**src/rtl/pri_encoder_rr_pkg.sv**
```systemverilog
// Shared definitions for the registered priority encoder / round-robin arbiter.
package pri_encoder_rr_pkg;

   localparam int MODE_FIXED = 0;
   localparam int MODE_RR    = 1;

   typedef enum logic {
      IDLE  = 1'b0,
      GRANT = 1'b1
   } state_t;

   // Index width for n lines; never narrower than one bit.
   function automatic int clog2(input int n);
      int r;
      r = 0;
      while ((1 << r) < n) r++;
      return (r < 1) ? 1 : r;
   endfunction

endpackage

```
**src/rtl/pri_encoder_rr_enc.sv**
```systemverilog
// Combinational N-input priority encoder; HIGH_FIRST picks the highest set bit, else the lowest.
module pri_encoder_n
   import pri_encoder_rr_pkg::*;
#(
   parameter int  N          = 8,
   parameter bit  HIGH_FIRST = 1'b1,
   localparam int W          = clog2(N)
) (
   input  logic [N-1:0] vec,
   output logic [W-1:0] idx,
   output logic         any
);

   always_comb begin
      idx = '0;
      any = |vec;
      if (HIGH_FIRST) begin
         for (int i = 0; i < N; i++)
            if (vec[i]) idx = W'(i);
      end else begin
         for (int i = N - 1; i >= 0; i--)
            if (vec[i]) idx = W'(i);
      end
   end

endmodule

```
**src/rtl/pri_encoder_rr.sv**
```systemverilog
// Registered N-way arbiter: holds one grant until ack, then re-arbitrates in fixed or round-robin order.
module pri_encoder_rr
   import pri_encoder_rr_pkg::*;
#(
   parameter int  N    = 8,
   parameter int  MODE = MODE_FIXED,
   localparam int W    = clog2(N)
) (
   input  logic         clk,
   input  logic         rst,
   input  logic [N-1:0] req,
   input  logic         ack,
   output logic [W-1:0] y,
   output logic [N-1:0] g,
   output logic         v
);

   state_t         state_p1, state_d;
   logic [W-1:0]   y_p1, y_d;
   logic [N-1:0]   g_p1, g_d;
   logic           vld_p1, vld_d;
   logic [W-1:0]   ptr_p1, ptr_d;
   logic [W-1:0]   ptr_wrap;
   logic [W-1:0]   search_ptr;
   logic [W-1:0]   sel_idx;
   logic           req_any;
   logic           done;

   assign done       = (state_p1 == GRANT) && ack;
   assign ptr_wrap   = (y_p1 == W'(N - 1)) ? '0 : y_p1 + W'(1);
   // On a completing grant the search already starts just past the acked source.
   assign search_ptr = done ? ((MODE == MODE_RR) ? ptr_wrap : '0) : ptr_p1;

   generate
      if (MODE == MODE_RR) begin : g_rr
         logic [N-1:0] mask;
         logic [N-1:0] masked;
         logic [W-1:0] m_idx, u_idx;
         logic         m_any, u_any;

         always_comb begin
            mask = '0;
            for (int i = 0; i < N; i++)
               mask[i] = (i >= int'(search_ptr));
         end
         assign masked = req & mask;

         pri_encoder_n #(.N(N), .HIGH_FIRST(1'b0)) u_masked (
            .vec (masked),
            .idx (m_idx),
            .any (m_any)
         );
         pri_encoder_n #(.N(N), .HIGH_FIRST(1'b0)) u_full (
            .vec (req),
            .idx (u_idx),
            .any (u_any)
         );

         assign sel_idx = m_any ? m_idx : u_idx;
         assign req_any = u_any;
      end else begin : g_fixed
         logic unused_ptr;
         assign unused_ptr = ^search_ptr;

         pri_encoder_n #(.N(N), .HIGH_FIRST(1'b1)) u_full (
            .vec (req),
            .idx (sel_idx),
            .any (req_any)
         );
      end
   endgenerate

   always_comb begin
      state_d = state_p1;
      y_d     = y_p1;
      g_d     = g_p1;
      vld_d   = vld_p1;
      ptr_d   = ptr_p1;
      unique case (state_p1)
         IDLE: begin
            if (req_any) begin
               state_d = GRANT;
               y_d     = sel_idx;
               g_d     = {{(N-1){1'b0}}, 1'b1} << sel_idx;
               vld_d   = 1'b1;
            end
         end
         GRANT: begin
            if (ack) begin
               ptr_d = search_ptr;
               if (req_any) begin
                  y_d = sel_idx;
                  g_d = {{(N-1){1'b0}}, 1'b1} << sel_idx;
               end else begin
                  state_d = IDLE;
                  g_d     = '0;
                  vld_d   = 1'b0;
               end
            end
         end
         default: state_d = IDLE;
      endcase
   end

   // Output/state register stage
   always_ff @(posedge clk) begin
      if (rst) begin
         state_p1 <= IDLE;
         y_p1     <= '0;
         g_p1     <= '0;
         vld_p1   <= 1'b0;
         ptr_p1   <= '0;
      end else begin
         state_p1 <= state_d;
         y_p1     <= y_d;
         g_p1     <= g_d;
         vld_p1   <= vld_d;
         ptr_p1   <= ptr_d;
      end
   end

   assign y = y_p1;
   assign g = g_p1;
   assign v = vld_p1;

endmodule

```
**config.mk**
```make
export PLATFORM = sky130hd
export DESIGN_NAME = pri_encoder_rr
export DESIGN_NICKNAME = d
export VERILOG_FILES = /design/src/rtl/pri_encoder_rr_pkg.sv /design/src/rtl/pri_encoder_rr_enc.sv /design/src/rtl/pri_encoder_rr.sv
export SDC_FILE = /design/constraint.sdc
export NUM_CORES = 1
export LEC_CHECK = 0
export BUFFER_PORTS_ARGS = -buffer_cell sky130_fd_sc_hd__buf_4
export CAP_MARGIN = 15
export CORE_UTILIZATION = 35
export CTS_CLUSTER_DIAMETER = 60
export DETAILED_ROUTE_END_ITERATION = 6
export PLACE_DENSITY = 0.69
export SETUP_SLACK_MARGIN = 0.05
export SLEW_MARGIN = 0
export SYNTH_ARGS = -nofsm -noshare
export SYNTH_HDL_FRONTEND = slang
export SYNTH_SLANG_ARGS = --single-unit
```
**constraint.sdc**
```tcl
create_clock -name clk -period 1.83 [get_ports clk]
set_clock_uncertainty 0.1 [all_clocks]
set_input_delay 0 -clock clk [delete_from_list [all_inputs] [get_ports clk]]
set_output_delay 0 -clock clk [all_outputs]
set_load 0.005 [all_outputs]
```
==> metrics <==
first-pass GRT wire length=2450 um; hold depth=4; clk_lat worst skew=roughly 0.27 ns; Crit Path Class=in2reg; crit path launch type=primary input; H-tree depth=1; Static Leak=between 0.3 and 0.4 nW; clock slew at reported path FFs=around 0.09 ns; pin count of the biggest net entering global routing=14; max_cap viols=0; mux cell area share after synthesis=0%; crit path DAT=~1.8 ns; fin crit share=a little over nine tenths; GPL Wtd Cong=0.797; Area growth, synth to finish=52.3%; GRT overflow=0; Initial Utilization=~38%; cell with the largest stage delay on the worst path=dlygate4sd3_1; layout cells sized above 1=31.3%; Async SR Flop Fraction=0%; ANT cells=0; Routed wire per std cell=13.1 um; sequential area share after synthesis=a little over two fifths; TritonCTS clock tree=yes; Synth Area in Compound Gates=27.2%; minimum clock period=1.73 ns; Port Buffer Count=22; initial antenna violation count=0; nets@finish=~110; Avg Cell Area, Syn=a little over 9 sq um; Routed Antenna Nets=0; Vias/cell=5.56; Rel. slew slack=~73%; Die X=43.2 um; Simple-Gate Fraction of Synth Area=between 20% and 30%; hpwl dp=approximately 1000 um; vias in the first global route=599; Worst R2R Path Depth=4; clock sinks=13; synth unique cells=30; flops & latches, synth=13; die area=1860 sq um; xor and xnor fraction of the mapped netlist area=0%; status=completed; Total Routed Length=1500 um; RSZ-0062 raised after global routing=no; Worst Tran Pin Value=0.405 ns; First DRT Iteration DRCs=8; Inserted Clock Buffers=3; via count=639; Worst path most repeated cell=dlygate4sd3_1; GRT Resource Usage Total=17.7%; Final setup viols=0; Max Fclk=577 MHz; commonest non-fill, non-tap cell in the layout=buf_4; final worst slack=0.0969 ns; row count=14; Synthesized Nets=76; # IOs=23; final instance area=903 sq um; Worst Path Max Fanout=8; DRC violations left=0; filler cell count=142; core box area=between 1500 and 2000 sq um; max incr delay on CP=0.56 ns; 1st-pass router iterations=4; hold violation count in the final report=0; PwrDens=652 nW/um^2; most frequent cells in the layout=24 x buf_4, 13 x dfxtp_1, 9 x nor2_1, 9 x dlygate4sd3_1, 5 x a21oi_1; maximum vdd drop=0.000457 V; worst-path cell chain=dlygate4sd3_1 > buf_4 > nand2b_1 > nand4b_1 > dlygate4sd3_1 > a21oi_1; largest family of logic cells by synthesized area=compound AO/OA/AOI/OAI gates; Mapped Area=just under 600 sq um; Yosys warnings=0; total negative slack=0 ns; Worst EP required=1.89 ns; Main synth FF type=dfxtp_1; maximum clock insertion buffer count=2; Post-synth EDFFs=0; max-slew violations=0; Die Y=43.2 um; Root Buffer=clkbuf_4; Worst Hold Class=in2reg; post-synthesis adder-cell area fraction=0%; DP Area=759 sq um; Post-Synthesis Cells=65; Worst Setup End Kind=flop; pre-CTS setup slack=0.257 ns
[worst max-delay path: cells and delay by family]
family | cells | cell delay [ns]
AO/OA/AOI/OAI | 1 | 0.06
buffers and inverters | 3 | 1.25
AND/OR/NAND/NOR | 2 | 0.48
[flip-flops by register name, summed over array words and instances, names as in the netlist]
signal,count
state_p1,1
v,1
y,3
g,8
[Yosys cell counts, types with 2 or more instances]
| cell | instances | area, sq um |
|---|---|---|
| a21oi_1 | 5 | 25.0 |
| a31oi_1 | 2 | 12.5 |
| a32oi_1 | 2 | 17.5 |
| clkbuf_1 | 2 | 7.51 |
| dfxtp_1 | 13 | 260 |
| inv_1 | 2 | 7.51 |
| nand2_1 | 3 | 11.3 |
| nand2b_1 | 2 | 12.5 |
| nor2_1 | 9 | 33.8 |
| nor4_1 | 3 | 18.8 |
| o21ai_0 | 3 | 15.0 |
[logic make-up after synthesis]
| logic type | after synthesis |
|---|---|
| AND/OR/NAND/NOR | 26 |
| flip-flops | 13 |
| AO/OA/AOI/OAI | 21 |
| buffers and inverters | 5 |
[stage by stage]
| step | power [W] | hold slack (ns) | std cells | utilization [%] |
|---|---|---|---|---|
| 2_1_floorplan | 0.000350 | 0.0549 | 65 | - |
| 3_3_place_gp | 0.000394 | 0.173 | 100 | 49.3 |
| 6_report | 0.000589 | 0.000961 | 115 | 58.6 |
| 4_1_cts | 0.000585 | 0.00245 | 113 | 56.8 |
| 5_1_grt | 0.000614 | 0.0266 | 115 | 58.6 |
| 3_5_place_dp | 0.000395 | 0.177 | 100 | 49.3 |
[what timing repair did]
item | 4_1_cts | 5_1_grt
resized for setup | 0 | 2
endpoints found under the setup margin | 0 | 4
hold endpoints to repair | 11 | 0
setup buffers | 0 | 2
hold buffers | 9 | 0
[final timing paths]
check / startpoint / end / slack (ns)
worst max-delay path: ack / g[4] / 0.1
worst min-delay path: req[0] / y[2] / 0.001
worst min register to register: g[1] / g[1] / 0.36
worst max register to register: state_p1 / g[4] / 0.12
[where the power goes]
part / switching (W) / total (W) / internal, W / leakage, nW
clock network: 0.0000947 / 0.000179 / 0.0000843 / 0.0150
registers: 0.00000743 / 0.000302 / 0.000295 / 0.107
logic: 0.0000483 / 0.000107 / 0.0000591 / 0.278
[cell type report]
type | count | area (sq um) | area share (%)
Multi-Input combinational cell | 47 | 319 | 35.3
Inverter | 2 | 7.51 | 0.831
Tap cell | 16 | 20.0 | 2.22
Clock buffer | 4 | 26.3 | 2.91
Sequential cell | 13 | 260 | 28.8
Timing Repair Buffer | 33 | 270 | 29.9
[per-layer routing]
layer | track usage, % | wire length, um
met3 | 2.98 | 67
met5 | 0 | 0
met4 | 10.3 | 23
met2 | 30.7 | 739
met1 | 19.8 | 674
Power figures use the tool's default switching activity.
